===== src/rtl/gray_rx_monitor_if.sv =====
// Upstream Gray counter bus: count value plus its "count is zero" wrap flag.
interface gray_rx_monitor_if #(
    parameter int unsigned CBITS = 8
) ();
    logic [CBITS-1:0] gray_in;
    logic             wrap_in;

    modport master (output gray_in, output wrap_in);
    modport slave  (input  gray_in, input  wrap_in);
endinterface


===== src/rtl/gray_rx_monitor.sv =====
// Resynchronises an upstream Gray counter, decodes it to binary and checks that
// it advances by at most one code per cycle; counts wraps and sequence errors.
module gray_rx_monitor #(
    parameter int unsigned CBITS       = 8,
    parameter int unsigned SYNC_STAGES = 2,
    parameter int unsigned ERR_LIMIT   = 3
) (
    input  logic              clk,
    input  logic              rst,
    input  logic              en,
    input  logic              clr,
    gray_rx_monitor_if.slave  up,
    output logic [CBITS-1:0]  bin_out,
    output logic              bin_valid,
    output logic [15:0]       wrap_cnt,
    output logic [3:0]        err_cnt,
    output logic              fault,
    output logic [1:0]        state
);
    localparam int unsigned ERR_W  = 4;
    localparam int unsigned WRAP_W = 16;
    localparam int unsigned VLD_W  = SYNC_STAGES + 1;
    localparam logic [ERR_W-1:0] ERR_MAX = '1;
    localparam logic [ERR_W-1:0] ERR_LIM = ERR_W'(ERR_LIMIT);

    typedef enum logic [1:0] {
        IDLE    = 2'd0,
        ACQUIRE = 2'd1,
        TRACK   = 2'd2,
        FAULT   = 2'd3
    } state_e;

    logic [CBITS-1:0]       gray_sync_q [SYNC_STAGES];
    logic [SYNC_STAGES-1:0] wrap_sync_q;
    logic [VLD_W-1:0]       vld_q;
    logic [CBITS-1:0]       gray_s;
    logic                   wrap_s;
    logic [CBITS-1:0]       bin_c;
    logic [CBITS-1:0]       dec_q;
    logic                   wrap_q;
    logic                   zero_q;

    state_e                 state_q;
    logic [CBITS-1:0]       bin_q;
    logic                   valid_q;
    logic [WRAP_W-1:0]      wrap_cnt_q;
    logic [ERR_W-1:0]       err_cnt_q;
    logic                   fault_q;
    logic [CBITS-1:0]       prev_q;

    logic [CBITS-1:0]       delta_c;
    logic                   err_c;
    logic                   wrap_evt_c;
    logic [ERR_W-1:0]       err_inc_c;

    assign gray_s = gray_sync_q[SYNC_STAGES-1];
    assign wrap_s = wrap_sync_q[SYNC_STAGES-1];

    // Equal-depth chains keep count and wrap flag aligned; vld_q marks when
    // the pipeline holds real samples rather than reset contents.
    always_ff @(posedge clk or posedge rst) begin
        if (rst) begin
            for (int unsigned i = 0; i < SYNC_STAGES; i++) gray_sync_q[i] <= '0;
            wrap_sync_q <= '0;
            vld_q       <= '0;
            dec_q       <= '0;
            wrap_q      <= 1'b0;
            zero_q      <= 1'b0;
        end else begin
            gray_sync_q[0] <= up.gray_in;
            for (int unsigned i = 1; i < SYNC_STAGES; i++) gray_sync_q[i] <= gray_sync_q[i-1];
            wrap_sync_q <= SYNC_STAGES'({wrap_sync_q, up.wrap_in});
            vld_q       <= VLD_W'({vld_q, 1'b1});
            dec_q       <= bin_c;
            wrap_q      <= wrap_s;
            zero_q      <= (gray_s == '0);
        end
    end

    // Each binary bit is the XOR of all Gray bits at or above it.
    always_comb begin
        bin_c = '0;
        for (int unsigned i = 0; i < CBITS; i++) bin_c[i] = ^(gray_s >> i);
    end

    assign delta_c    = dec_q - prev_q;
    assign err_c      = (delta_c > CBITS'(1)) || (wrap_q != zero_q);
    assign wrap_evt_c = (prev_q == '1) && (dec_q == '0);
    assign err_inc_c  = (err_cnt_q == ERR_MAX) ? ERR_MAX : err_cnt_q + ERR_W'(1);

    always_ff @(posedge clk or posedge rst) begin
        if (rst) begin
            state_q    <= IDLE;
            bin_q      <= '0;
            valid_q    <= 1'b0;
            wrap_cnt_q <= '0;
            err_cnt_q  <= '0;
            fault_q    <= 1'b0;
            prev_q     <= '0;
        end else if (clr) begin
            state_q    <= IDLE;
            valid_q    <= 1'b0;
            wrap_cnt_q <= '0;
            err_cnt_q  <= '0;
            fault_q    <= 1'b0;
        end else begin
            case (state_q)
                IDLE: begin
                    valid_q <= 1'b0;
                    if (en && vld_q[VLD_W-1]) state_q <= ACQUIRE;
                end
                ACQUIRE: begin
                    if (!en) begin
                        state_q <= IDLE;
                    end else begin
                        prev_q  <= dec_q;
                        bin_q   <= dec_q;
                        state_q <= TRACK;
                    end
                end
                TRACK: begin
                    if (!en) begin
                        state_q <= IDLE;
                        valid_q <= 1'b0;
                    end else begin
                        bin_q   <= dec_q;
                        prev_q  <= dec_q;
                        valid_q <= 1'b1;
                        if (wrap_evt_c) wrap_cnt_q <= wrap_cnt_q + WRAP_W'(1);
                        // One increment per cycle even when both checks fire.
                        if (err_c) begin
                            err_cnt_q <= err_inc_c;
                            if (err_inc_c >= ERR_LIM) begin
                                state_q <= FAULT;
                                fault_q <= 1'b1;
                                valid_q <= 1'b0;
                            end
                        end
                    end
                end
                FAULT: begin
                    fault_q <= 1'b1;
                    valid_q <= 1'b0;
                end
                default: state_q <= IDLE;
            endcase
        end
    end

    assign bin_out   = bin_q;
    assign bin_valid = valid_q;
    assign wrap_cnt  = wrap_cnt_q;
    assign err_cnt   = err_cnt_q;
    assign fault     = fault_q;
    assign state     = state_q;

endmodule


===== src/flat_wrapper.sv =====
// flat-port wrapper written by rule: the top's interface ports become plain ports
module gray_rx_monitor_flat 
#(
    parameter int unsigned CBITS       = 8,
    parameter int unsigned SYNC_STAGES = 2,
    parameter int unsigned ERR_LIMIT   = 3
)
  (clk, rst, en, clr, bin_out, bin_valid, wrap_cnt, err_cnt, fault, state, up_gray_in, up_wrap_in);
  gray_rx_monitor_if #(.CBITS(CBITS)) up_i ();
  input  logic clk;
  input  logic rst;
  input  logic en;
  input  logic clr;
  output logic [CBITS-1:0] bin_out;
  output logic bin_valid;
  output logic [15:0] wrap_cnt;
  output logic [3:0] err_cnt;
  output logic fault;
  output logic [1:0] state;
  input wire logic [$bits(up_i.gray_in)-1:0] up_gray_in;
  input wire logic [$bits(up_i.wrap_in)-1:0] up_wrap_in;
  assign up_i.gray_in = up_gray_in;
  assign up_i.wrap_in = up_wrap_in;
  gray_rx_monitor #(.CBITS(CBITS), .SYNC_STAGES(SYNC_STAGES), .ERR_LIMIT(ERR_LIMIT)) u_core (.clk(clk), .rst(rst), .en(en), .clr(clr), .up(up_i), .bin_out(bin_out), .bin_valid(bin_valid), .wrap_cnt(wrap_cnt), .err_cnt(err_cnt), .fault(fault), .state(state));
endmodule

===== config.mk =====
export PLATFORM = sky130hd
export DESIGN_NAME = gray_rx_monitor_flat
export DESIGN_NICKNAME = d
export VERILOG_FILES = /design/src/rtl/gray_rx_monitor_if.sv /design/src/rtl/gray_rx_monitor.sv /design/src/flat_wrapper.sv
export SDC_FILE = /design/constraint.sdc
export NUM_CORES = 1
export LEC_CHECK = 0
export ABC_AREA = 1
export BUFFER_PORTS_ARGS = -buffer_cell sky130_fd_sc_hd__buf_2
export CAP_MARGIN = 20
export CORE_MARGIN = 2
export CORE_UTILIZATION = 51
export CTS_CLUSTER_DIAMETER = 200
export DETAILED_ROUTE_END_ITERATION = 8
export PLACE_DENSITY = 0.85
export SETUP_SLACK_MARGIN = 0.3
export SYNTH_ARGS = -nofsm -noshare
export SYNTH_HDL_FRONTEND = slang
export SYNTH_SLANG_ARGS = --single-unit

===== constraint.sdc =====
create_clock -name clk -period 1.78 [get_ports clk]
set_input_delay 0.356 -clock clk [delete_from_list [all_inputs] [get_ports clk]]
set_output_delay 0.356 -clock clk [all_outputs]
set_load 0.02 [all_outputs]

Word level (Yosys, flattened, before mapping)
Cells that the tools add are included.
{"block": "word_totals", "rom_bits": 0, "mem_bits_rw": 0, "inputBits": 13, "regBits": 63, "elab_cells": 85, "mem_count": 0, "latchBits": 0}
{"block": "op_classes", "add_sub_neg": 3, "magnitude_cmp": 2, "n_mul": 0, "bitwise_logic": 1, "n_div": 0, "n_reduce_logical": 28, "n_eq_ne": 12, "n_mux": 26, "shift": 0}
{"operator": "$mux 16", "n": 4}
{"operator": "$reduce_xor 8->1", "n": 8}
{"operator": "$mux 4", "n": 5}
{"operator": "$add 16x1->16 const B", "n": 1}
{"operator": "$logic_not 8->1", "n": 2}
{"operator": "$mux 2", "n": 6}
{"operator": "$ne 3x2->1 const B", "n": 3}
{"operator": "$reduce_and 3->1", "n": 3}
{"operator": "$eq 8x8->1 const B", "n": 1}
{"operator": "$gt 8x1->1 const B", "n": 1}
{"operator": "$mux 1", "n": 8}
{"operator": "$ne 4x3->1 const B", "n": 2}
{"operator": "$reduce_and 4->1", "n": 2}
{"operator": "$reduce_bool 2->1", "n": 4}
{"operator": "$sub 8x8->8", "n": 1}
{"operator": "$pmux 2 s3", "n": 1}
{"operator": "$reduce_bool 3->1", "n": 2}
{"operator": "$add 4x1->4 const B", "n": 1}
{"operator": "$eq 2x2->1 const B", "n": 2}
{"operator": "$eq 4x4->1 const B", "n": 1}
{"operator": "$ge 4x2->1 const B", "n": 1}
{"operator": "$pmux 1 s2", "n": 2}
{"operator": "$reduce_bool 4->1", "n": 1}
{"operator": "$reduce_or 2->1", "n": 2}
{"operator": "other kinds (7)", "n": 8}

Depth between registers and ports, before layout
Gate-level depths: netlist (run 1).
{"block": "logic_depth", "depth_word": 8, "ltp_mapped": 17, "mapped_depth_nobuf": 17}

Least setup slack after synthesis (run 1)
No wires, ideal clock.
{"block": "synth_timing", "path_type": "reg2reg", "from": "reg u_core.bin_out[0] (netlist name)", "to": "reg u_core.state_q[0], in the netlist u_core.state[0]", "setup_slack_ps": -251, "setup_ps": 66, "stages_incl_launch_ff": 15, "synth_period_minus_slack_ps": 2031, "arrival_time_ps": 1966, "required_ps": 1714, "cell_sequence": "dfrtp_1 > ha_1 > inv_1 > fa_1 > a21oi_1 > nand2_1 > nor2_1 > nand3_1 > nor2_1 > nand2_1 > nand2_2 > nand3_1 > nand2_1 > nand2_1 > nand2_1"}
{"element": "end signal, assigned", "line": "gray_rx_monitor.sv:93", "rtl": "state_q <= IDLE;"}
{"element": "end signal, assigned", "line": "gray_rx_monitor.sv:101", "rtl": "state_q <= IDLE;"}
{"element": "end signal, assigned", "line": "gray_rx_monitor.sv:110", "rtl": "if (en && vld_q[VLD_W-1]) state_q <= ACQUIRE;"}
{"element": "end, declared", "line": "gray_rx_monitor.sv:43", "rtl": "state_e state_q;"}

Worst setup path after layout (run 1)
{"block": "layout_timing", "from": "reg u_core.dec_q[0]", "to": "reg u_core.fault_q, in the netlist u_core.fault"}
{"block": "layout_via", "elab_chain_cells": 5}
{"element": "start, declared", "line": "gray_rx_monitor.sv:39", "rtl": "logic [CBITS-1:0] dec_q;"}
{"element": "start signal, assigned", "line": "gray_rx_monitor.sv:74", "rtl": "dec_q <= bin_c;"}
{"element": "$sub 8x8->8", "line": "gray_rx_monitor.sv:86", "rtl": "assign delta_c = dec_q - prev_q;"}
{"element": "$gt 8x1->1", "line": "gray_rx_monitor.sv:87", "rtl": "assign err_c = (delta_c > CBITS'(1)) || (wrap_q != zero_q);"}
{"element": "$logic_or 1x1->1", "line": "gray_rx_monitor.sv:87"}
{"element": "$ne 3x2->1 (no line)"}
{"element": "$reduce_and 4->1 (no line)"}
{"element": "end signal, assigned", "line": "gray_rx_monitor.sv:98", "rtl": "fault_q <= 1'b0;"}
{"element": "end signal, assigned", "line": "gray_rx_monitor.sv:105", "rtl": "fault_q <= 1'b0;"}
{"element": "end signal, assigned", "line": "gray_rx_monitor.sv:135", "rtl": "fault_q <= 1'b1;"}
{"element": "end, declared", "line": "gray_rx_monitor.sv:48", "rtl": "logic fault_q;"}
Every way passes these cells.
A chain may end at the register's enable or synchronous reset.

==> run summary, run 1 <==
DRC: 0
Worst EP required: 2.05 ns
total track usage: 26.28%
Initial Utilization: 53.34%
worst vdd ir: 0.0008058 V
fill count: 337
final setup TNS: -4.766 ns
Area Overhead vs Synth: 42.25%
Final Hold Vio Count: 0
Post-CTS Hold Buffers: 0
total power draw: 5.556 mW
Synth Area in Simple Gates: 26.98%
violated checks: negative setup slack
Finish-stage setup viols: 23
largest net degree at the start of global routing: 29
Mapped Area: 3196 sq um
final WL: 10090 um
Critical Path AT: 2.44 ns
Post-Syn Nets: 406
status: complete, but fails checks
Leak: 2.326 nW
die area: 6915 sq um
vias in the first global route: 3041
Hold Path Class: in2async
Root Driver: clkbuf_8
largest family of logic cells by synthesized area: simple AND/OR/NAND/NOR gates
global-route wire length before repair: 14370 um
fmax: 0.4622 GHz
clock sink total: 63
CTS tree: built
Worst Tran Pin Value: 0.6005 ns
WS Path Type: reg2reg
Final Wtd Congestion: 0.8837
Synth Area in Compound Gates: 5.286%
initial antenna violation count: 0
H-tree depth: 3
post-route minimum period: 2.163 ns
fin nets: 517
flop and latch count out of synthesis: 63
Via Count: 3228
power per cell area: 1222 nW/um^2
r2r worst-path depth: 17
register area share after synthesis: 49.33%
Starting DRT DRC Count: 396
Synth Area in XOR/XNOR: 3.837%
clock skew: 0.01124 ns
grt ovf: 0
RSZ-0062 raised after global routing: true
IO Port Bufs: 44
number of iterations in the first detailed-routing pass: 5
Synth warnings: 0
Syn Inst Count: 376
Unique masters post-synth: 33
io pins: 45
multiplexer share of the synthesized area: 0%
Critical Path Start Type: flop
number of synthesized flops with an enable pin: 0
top_reg_cell synth: dfrtp_1
setup ws final: -0.3834 ns
top cells by count, synth: 89 x nand2_1, 63 x dfrtp_1, 58 x inv_1
Num CTS Buffers: 9
Detailed Place HPWL: 5319 um
Final Cycle Share: 121.5%
Routed WL per cell: 17.79 um
count of inserted antenna diode cells: 0
final count of pins violating max slew: 0
synth top area cells: dfrtp_1 49%, nand2_1 10%, inv_1 6.8%
worst-skew pair later-pin latency: 0.35 ns
core area: 5991 sq um
Critical Path Fanout Max: 3
adder-cell share of the synthesized area: 6.891%
Relative slew margins: 59.88%
layout cell share with drive strength beyond 1: 41.67%
CP Capture Type: flop
DRT antenna net count: 0
vias per cell: 5.693
CTS max path bufs: 2
biggest area consumer among synthesized cells: dfrtp_1
Die Wd: 83.16 um
Syn Area/Cell: 8.499 sq um
maxcap violations: 0
num rows: 28
Synth top area share: 49.33%
most common cell in the synthesized netlist: nand2_1
hold_ws: 0.06716 ns
clock-pin slew on the worst setup and hold paths: 0.08 ns
Die Y: 83.16 um
ys async rst share: 100.0%
## registers in the layout, summed over array words and instances, names as in the netlist
signal,flops
u_core.gray_s,8
u_core.zero_q,1
u_core.gray_sync_q,8
u_core.wrap_sync_q,2
u_core.bin_valid,1
u_core.vld_q,3
u_core.state,2
u_core.err_cnt,4
u_core.fault,1
u_core.dec_q,8
u_core.wrap_q,1
u_core.wrap_cnt,16
u_core.bin_out,8
## timing repair
| item | 4_1_cts | 5_1_grt |
|---|---|---|
| gates cloned | 0 | 2 |
| endpoints found under the setup margin | 29 | 35 |
| resized for setup | 54 | 41 |
| endpoints found under the hold margin | 0 | 0 |
| buffers inserted | 13 | 11 |
| pin swaps | 18 | 21 |
## layout make-up
class | instances | area, sq um | area share [%]
clock buffer | 10 | 137.6 | 3.028
multi-input combinational | 251 | 1683 | 37.02
inverter | 58 | 229.0 | 5.037
timing repair buffer | 104 | 753.2 | 16.57
sequential | 63 | 1589 | 34.96
clock inverter | 6 | 60.06 | 1.321
tap | 75 | 93.84 | 2.064
## through the flow
stage,instance area (sq um),utilization [%],instances,setup slack [ns]
floorplan,3262,-,376,-0.1757
global placement,3831,63.95,525,-0.1878
detailed placement,3831,63.95,525,-0.3070
CTS,4299,71.76,554,-0.2732
global route,4546,75.88,567,-0.5155
finish,4546,75.88,567,-0.3834
## worst max-delay path, stage by stage (launching register included)
cell	delay (ns)
dfrtp_1	0.39
inv_2	0.09
ha_4	0.13
inv_2	0.04
fa_2	0.35
nand2_2	0.10
nand2_2	0.07
nand3b_1	0.11
nand2_1	0.07
nand2_1	0.08
nand2_1	0.06
nor2_2	0.12
nand2_2	0.09
nand2_2	0.10
nand2_1	0.06
nand2_2	0.08
nand2_1	0.06
o21ai_1	0.08
## cells by family (layout without fill, tap and decap cells)
family,Yosys count,count (layout)
AND/OR/NAND/NOR,187,187
buffers and inverters,62,178
AO/OA/AOI/OAI,32,32
other,1,1
adder cells (fa/ha/maj),17,17
XOR/XNOR,14,14
flip-flops,63,63
## report_power, final
part | internal, mW | switching (mW) | leakage (nW)
clock | 0.676 | 0.576 | 0.0981
sequential | 1.61 | 0.147 | 0.781
combinational | 1.11 | 1.43 | 1.45
total | 3.40 | 2.16 | 2.33
## layout by cell type (no fill, tap or decap), drive strengths merged
| master | netlist | final |
|---|---|---|
| a21oi | 10 | 10 |
| a22oi | 1 | 1 |
| a31oi | 1 | 1 |
| buf | 3 | 104 |
| bufinv | 0 | 1 |
| clkbuf | 1 | 10 |
| clkinv | 0 | 3 |
| clkinvlp | 0 | 3 |
| conb | 1 | 1 |
| dfrtp | 63 | 63 |
| fa | 1 | 1 |
| ha | 16 | 16 |
| inv | 58 | 57 |
| nand2 | 91 | 91 |
| nand3 | 28 | 28 |
| nand3b | 2 | 2 |
| nand4 | 12 | 12 |
| nor2 | 32 | 32 |
| nor3 | 12 | 12 |
| nor3b | 1 | 1 |
| nor4 | 4 | 4 |
| o211ai | 1 | 1 |
| o21ai | 18 | 18 |
| o31ai | 1 | 1 |
| or2 | 5 | 5 |
| xnor2 | 3 | 3 |
| xor2 | 11 | 11 |
## path summary, 6_finish.rpt
path	to	startpoint	slack, ns
max in group asynchronous	u_core.wrap_cnt[14]$_DFFE_PP0P_	rst	1.19
worst max-delay path	u_core.fault$_DFFE_PP0P_	u_core.dec_q[0]$_DFF_PP0_	-0.38
worst min register to register	u_core.gray_s[7]$_DFF_PP0_	u_core.gray_sync_q[15]$_DFF_PP0_	0.35
worst max register to register	u_core.fault$_DFFE_PP0P_	u_core.dec_q[0]$_DFF_PP0_	-0.38
worst min-delay path	u_core.wrap_cnt[4]$_DFFE_PP0P_	rst	0.07
min in group clk	u_core.gray_sync_q[10]$_DFF_PP0_	up_gray_in[2]	0.11
## routing by layer
layer,global-route usage [%],vias to the layer above,routed length (um)
met5,0,-,0
met4,14.01,0,738
met3,6.362,80,815
met2,44.06,230,4957
met1,31.19,1494,3574
li1,-,1424,-
Note: power is estimated with default switching activity, not from simulation.
==> run 2, diff against run 1 <==
--- a/config.mk
+++ b/config.mk
@@ -12,7 +12,8 @@
 export CORE_UTILIZATION = 51
 export CTS_CLUSTER_DIAMETER = 200
 export DETAILED_ROUTE_END_ITERATION = 8
-export PLACE_DENSITY = 0.85
+export MAX_ROUTING_LAYER = met4
+export PLACE_DENSITY = 0.82
 export SETUP_SLACK_MARGIN = 0.3
 export SYNTH_ARGS = -nofsm -noshare
 export SYNTH_HDL_FRONTEND = slang
==> constraint.sdc (replaced) <==
create_clock -name clk -period 2.35 [get_ports clk]
set_input_delay 0.47 -clock clk [delete_from_list [all_inputs] [get_ports clk]]
set_output_delay 0.47 -clock clk [all_outputs]
set_load 0.02 [all_outputs]
==> run 2 against run 1 <==
  * The flow now finishes without violations
  * Count of clock-buffer cells in the layout is the same
  * Sequential cell count is the same
  * Fmax grew 5.0%
==> run summary, run 2 (synthesis results as in run 1) <==
status: complete, no violations
Critical Path AT: 2.34 ns
met3 usage in global routing: 3.976%
Area Overhead vs Synth: 22.12%
num rows: 28
Num CTS Buffers: 9
vias in the first global route: 2648
Routed WL per cell: 13.35 um
io pins: 45
H-tree depth: 3
hold_ws: 0.2308 ns
Internal: 2.223 mW
Worst Tran Pin Value: 0.6869 ns
Die Y: 83.16 um
grt met1 use: 26.07%
number of iterations in the first detailed-routing pass: 7
r2r worst-path depth: 15
Final Cycle Share: 87.71%
register share of total power: 38.2%
final WL: 6970 um
initial antenna violation count: 0
Starting DRT DRC Count: 145
critical-path cell list: inv_2 -> ha_4 -> inv_2 -> fa_2 -> a21oi_2 -> nand2_1 -> nor2_1 -> nand3_1 -> nor2_2 -> nand2_2 -> nand2_4 -> nand3_4 -> nand2_2 -> nand2_1 -> nand2_1
worst-skew pair later-pin latency: 0.34 ns
Root Driver: clkbuf_8
DP Cell Count: 494
Relative slew margins: 54.14%
Net Sw Frac: 37.69%
Final Instance Count excl. Fillers: 522
power per cell area: 914.1 nW/um^2
CP Capture Type: flop
Clk pwr share: 26.1%
Logic pwr share: 35.7%
Final Cell Area: 3902 sq um
Critical Path Fanout Max: 3
Post-CTS Hold Buffers: 0
grt ovf: 0
DRT antenna net count: 0
RR Endpoint: u_core.state[1]$_DFFE_PP0P_
fill count: 492
post-route minimum period: 2.061 ns
net switching power: 1.345 mW
clock sink total: 63
CTS tree: built
most frequent cells in the layout: 83 x nand2_1, 62 x dfrtp_1, 54 x inv_1
maxcap violations: 0
Final Wtd Congestion: 0.9135
vias per cell: 5.220
die area: 6915 sq um
Max stage delay on crit path: 0.43 ns
GR peak layer: met2
global-route wire length before repair: 11610 um
Detailed Place HPWL: 4923 um
most common cell after layout, fill and taps aside: nand2_1
reg2reg setup slack: 0.29 ns
IO Port Bufs: 44
Die Wd: 83.16 um
CP dominant cell by count: nand2_1
slowest stage cell, crit path: fa_2
Leak: 2.025 nW
CTS max path bufs: 2
count of inserted antenna diode cells: 0
Critical Path Start Type: flop
Finish-stage setup viols: 0
clock skew: 0.008490 ns
Critical R2R Launch: u_core.dec_q[0]$_DFF_PP0_
grt met2 use: 34.02%
DP Area: 3521 sq um
clock-pin slew on the worst setup and hold paths: 0.07 ns
fin nets: 472
core area: 5991 sq um
total track usage: 21.34%
DRC: 0
Via Count: 2725
layout cell share with drive strength beyond 1: 24.38%
fmax: 0.4852 GHz
final setup TNS: 0 ns
largest net degree at the start of global routing: 35
RSZ-0062 raised after global routing: true
Worst EP required: 2.63 ns
final count of pins violating max slew: 0
worst vdd ir: 0.0005614 V
Final Hold Vio Count: 0
WS Path Type: reg2reg
Hold Path Class: in2async
Initial Utilization: 53.34%
max reg flops: 16
==> run 2: metrics by stage <==
| step | utilization, % | total power, mW | setup WS (ns) |
|---|---|---|---|
| floorplan | - | 2.194 | 0.3103 |
| global placement | 58.77 | 2.440 | 0.2972 |
| detailed placement | 58.77 | 2.484 | 0.2092 |
| CTS | 62.66 | 3.457 | 0.2851 |
| global route | 65.14 | 3.815 | 0.1432 |
| finish | 65.14 | 3.567 | 0.2889 |
==> run 2: what timing repair did <==
| item | in CTS | in global routing |
|---|---|---|
| pin swaps | 2 | 8 |
| buffers inserted | 2 | 10 |
| resized for setup | 7 | 21 |
| setup endpoints to repair | 8 | 16 |
==> run 2: critical path, delay by kind of cell, from the launching register on <==
kind            cells  cell delay [ns]
compound gates      1             0.11
fa+ha+maj           2             0.58
buf+inv             2             0.12
flops               1             0.36
simple gates       10             0.81
==> run 2: layout make-up <==
cell class                 instances  area (sq um)  area share [%]
sequential                        63          1578           40.43
multi-input combinational        251          1465           37.54
timing repair buffer              59         349.1           8.945
inverter                          58         217.7           5.579
clock buffer                      10         127.6           3.270
tap                               75         93.84           2.405
clock inverter                     6         71.32           1.828
==> run 2: power by group through the flow <==
stage               registers (mW)  logic (mW)  clock network, mW
global route                  1.38        1.44               1.00
CTS                           1.35        1.15              0.954
floorplan                     1.44       0.757                  0
finish                        1.36        1.27              0.930
detailed placement            1.38        1.11                  0
global placement              1.37        1.07                  0
==> run 2: worst max-delay path by stage <==
stage	to	depth (start not counted)	startpoint
after detailed placement	u_core.err_cnt[2]$_DFFE_PP0P_	16	u_core.dec_q[0]$_DFF_PP0_
after global placement	u_core.err_cnt[2]$_DFFE_PP0P_	16	u_core.dec_q[0]$_DFF_PP0_
after CTS	u_core.fault$_DFFE_PP0P_	15	u_core.dec_q[0]$_DFF_PP0_
after global routing	u_core.state[1]$_DFFE_PP0P_	17	u_core.dec_q[0]$_DFF_PP0_
after floorplan	u_core.bin_out[0]$_DFFE_PP0P_	1	rst
final	u_core.state[1]$_DFFE_PP0P_	15	u_core.dec_q[0]$_DFF_PP0_
==> run 2: per-layer routing <==
layer,vias to the layer above,wire length [um]
met2,87,3522
met3,14,289
met1,1293,3042
li1,1331,-
met4,0,116
met5,-,0
==> run 3, diff against run 2 <==
--- a/config.mk
+++ b/config.mk
@@ -8,11 +8,9 @@
 export ABC_AREA = 1
 export BUFFER_PORTS_ARGS = -buffer_cell sky130_fd_sc_hd__buf_2
 export CAP_MARGIN = 20
-export CORE_MARGIN = 2
 export CORE_UTILIZATION = 51
 export CTS_CLUSTER_DIAMETER = 200
 export DETAILED_ROUTE_END_ITERATION = 8
-export MAX_ROUTING_LAYER = met4
 export PLACE_DENSITY = 0.82
 export SETUP_SLACK_MARGIN = 0.3
 export SYNTH_ARGS = -nofsm -noshare
==> run 3 against run 2 <==
  * Non-clock buffer count decreased by 4
  * Largest cell class unchanged
  * Sequential share of layout area increased by 0.19 points
  * Die area decreased by 4.8%
  * Combinational power increased by 4%
==> run summary, run 3 (synthesis results as in run 1) <==
clock skew: 0.01146 ns
Hold Path Class: in2async
CTS max path bufs: 2
initial antenna violation count: 0
core area: 5991 sq um
Final Cycle Share: 88.67%
Final Wtd Congestion: 0.9095
net switching power: 1.339 mW
max reg flops: 16
status: complete, no violations
Finish-stage setup viols: 0
pre-CTS setup slack: 0.2355 ns
num rows: 28
DRC: 0
RSZ-0062 raised after global routing: true
maxcap violations: 0
clock sink total: 63
reg2reg setup slack: 0.27 ns
number of iterations in the first detailed-routing pass: 5
Layout Utilization: 64.79%
final count of pins violating max slew: 0
Worst EP required: 2.62 ns
Initial Utilization: 53.34%
Detailed Place HPWL: 4747 um
largest net degree at the start of global routing: 27
io pins: 45
final WL: 6820 um
DP Area: 3508 sq um
setup ws final: 0.2662 ns
worst-skew pair later-pin latency: 0.33 ns
most common cell after layout, fill and taps aside: nand2_1
power per cell area: 925.2 nW/um^2
Logic pwr share: 36.8%
global-route wire length before repair: 11450 um
fill count: 496
Worst Tran Pin Value: 0.5133 ns
Critical Path Fanout Max: 3
Net Sw Frac: 37.30%
Critical Path Start Type: flop
fin nets: 468
Root Driver: clkbuf_8
Die Y: 81.16 um
most frequent cells in the layout: 85 x nand2_1, 63 x dfrtp_1, 53 x inv_1
Critical Path AT: 2.35 ns
Routed WL per cell: 13.17 um
vias per cell: 5.133
layout cell share with drive strength beyond 1: 23.48%
Post-CTS Hold Buffers: 0
die area: 6586 sq um
Starting DRT DRC Count: 163
WS Path Type: reg2reg
Internal: 2.251 mW
Final Hold Vio Count: 0
RR Endpoint: u_core.state[0]$_DFFE_PP0P_
Critical R2R Launch: u_core.dec_q[0]$_DFF_PP0_
final setup TNS: 0 ns
CTS tree: built
Leak: 1.986 nW
Final Cell Area: 3881 sq um
total track usage: 23.14%
CP Capture Type: flop
H-tree depth: 3
Clk pwr share: 25.4%
IO Port Bufs: 44
worst vdd ir: 0.0005710 V
DRT antenna net count: 0
clock-pin slew on the worst setup and hold paths: 0.07 ns
fmax: 0.4799 GHz
Die Wd: 81.16 um
Area Overhead vs Synth: 21.46%
count of inserted antenna diode cells: 0
Num CTS Buffers: 9
register share of total power: 37.8%
grt ovf: 0
r2r worst-path depth: 15
vias in the first global route: 2520
Via Count: 2659
Relative slew margins: 65.73%
post-route minimum period: 2.084 ns
run 3: changes by cell type in the layout (fill, tap and decap cells not counted), moves of 2 or more:
cell / change
ha_4: +3
nand2_2: -3
buf_4: -2
clkinv_4: -2
ha_1: -2
nand2_1: +2
run 3: how the worst max path moves through the flow:
stage,cells after the start,from,slack (ns),endpoint
3_3_place_gp,16,u_core.dec_q[0]$_DFF_PP0_,0.30,u_core.err_cnt[2]$_DFFE_PP0P_
2_1_floorplan,1,rst,0.31,u_core.bin_out[0]$_DFFE_PP0P_
4_1_cts,14,u_core.bin_out[0]$_DFFE_PP0P_,0.29,u_core.fault$_DFFE_PP0P_
5_1_grt,15,u_core.dec_q[0]$_DFF_PP0_,0.11,u_core.state[0]$_DFFE_PP0P_
6_report,15,u_core.dec_q[0]$_DFF_PP0_,0.27,u_core.state[0]$_DFFE_PP0P_
3_5_place_dp,13,u_core.bin_out[0]$_DFFE_PP0P_,0.24,u_core.err_cnt[2]$_DFFE_PP0P_
run 3: stage by stage:
step	instances	hold WS, ns	power (mW)
after floorplan	376	0.3312	2.194
after global placement	494	0.3316	2.434
after detailed placement	494	0.3347	2.466
after CTS	513	0.1724	3.441
after global routing	518	0.2037	3.846
final	518	0.1641	3.591
run 3: cell type report:
cell class | instances | area, sq um | share of cell area, %
sequential | 63 | 1577 | 40.62
multi-input combinational | 251 | 1498 | 38.59
timing repair buffer | 55 | 302.8 | 7.801
inverter | 58 | 220.2 | 5.674
clock buffer | 11 | 131.4 | 3.385
tap | 75 | 93.84 | 2.418
clock inverter | 5 | 58.81 | 1.515
run 3: timing repair:
action / 4_1_cts / 5_1_grt
gates resized for setup: 11 / 20
endpoints found under the setup margin: 7 / 19
buffers inserted: 3 / 5
pin swaps: 5 / 9
run 3: worst max-delay path, stage by stage, from the launching register on:
cell	delay, ns
dfrtp_1	0.40
inv_2	0.09
ha_4	0.14
inv_4	0.03
fa_2	0.41
a21oi_2	0.11
nand2_1	0.06
nor2_1	0.09
nand3_1	0.10
nor2_2	0.10
nand2_2	0.10
nand2_4	0.09
nand3_4	0.08
nand2_2	0.08
nand2_1	0.07
nand2_1	0.07
run 3: power groups by stage:
| stage | sequential (mW) | combinational [mW] | clock [mW] |
|---|---|---|---|
| global route | 1.38 | 1.50 | 0.970 |
| CTS | 1.35 | 1.16 | 0.926 |
| floorplan | 1.44 | 0.757 | 0 |
| finish | 1.36 | 1.32 | 0.911 |
| detailed placement | 1.37 | 1.09 | 0 |
| global placement | 1.37 | 1.06 | 0 |
run 3: per-layer routing:
metal,vias up,wire length [um],GRT usage [%]
met5,-,0,0
met4,0,97,8.214
met1,1242,2999,29.63
met3,10,315,5.393
met2,81,3407,38.32
li1,1326,-,-
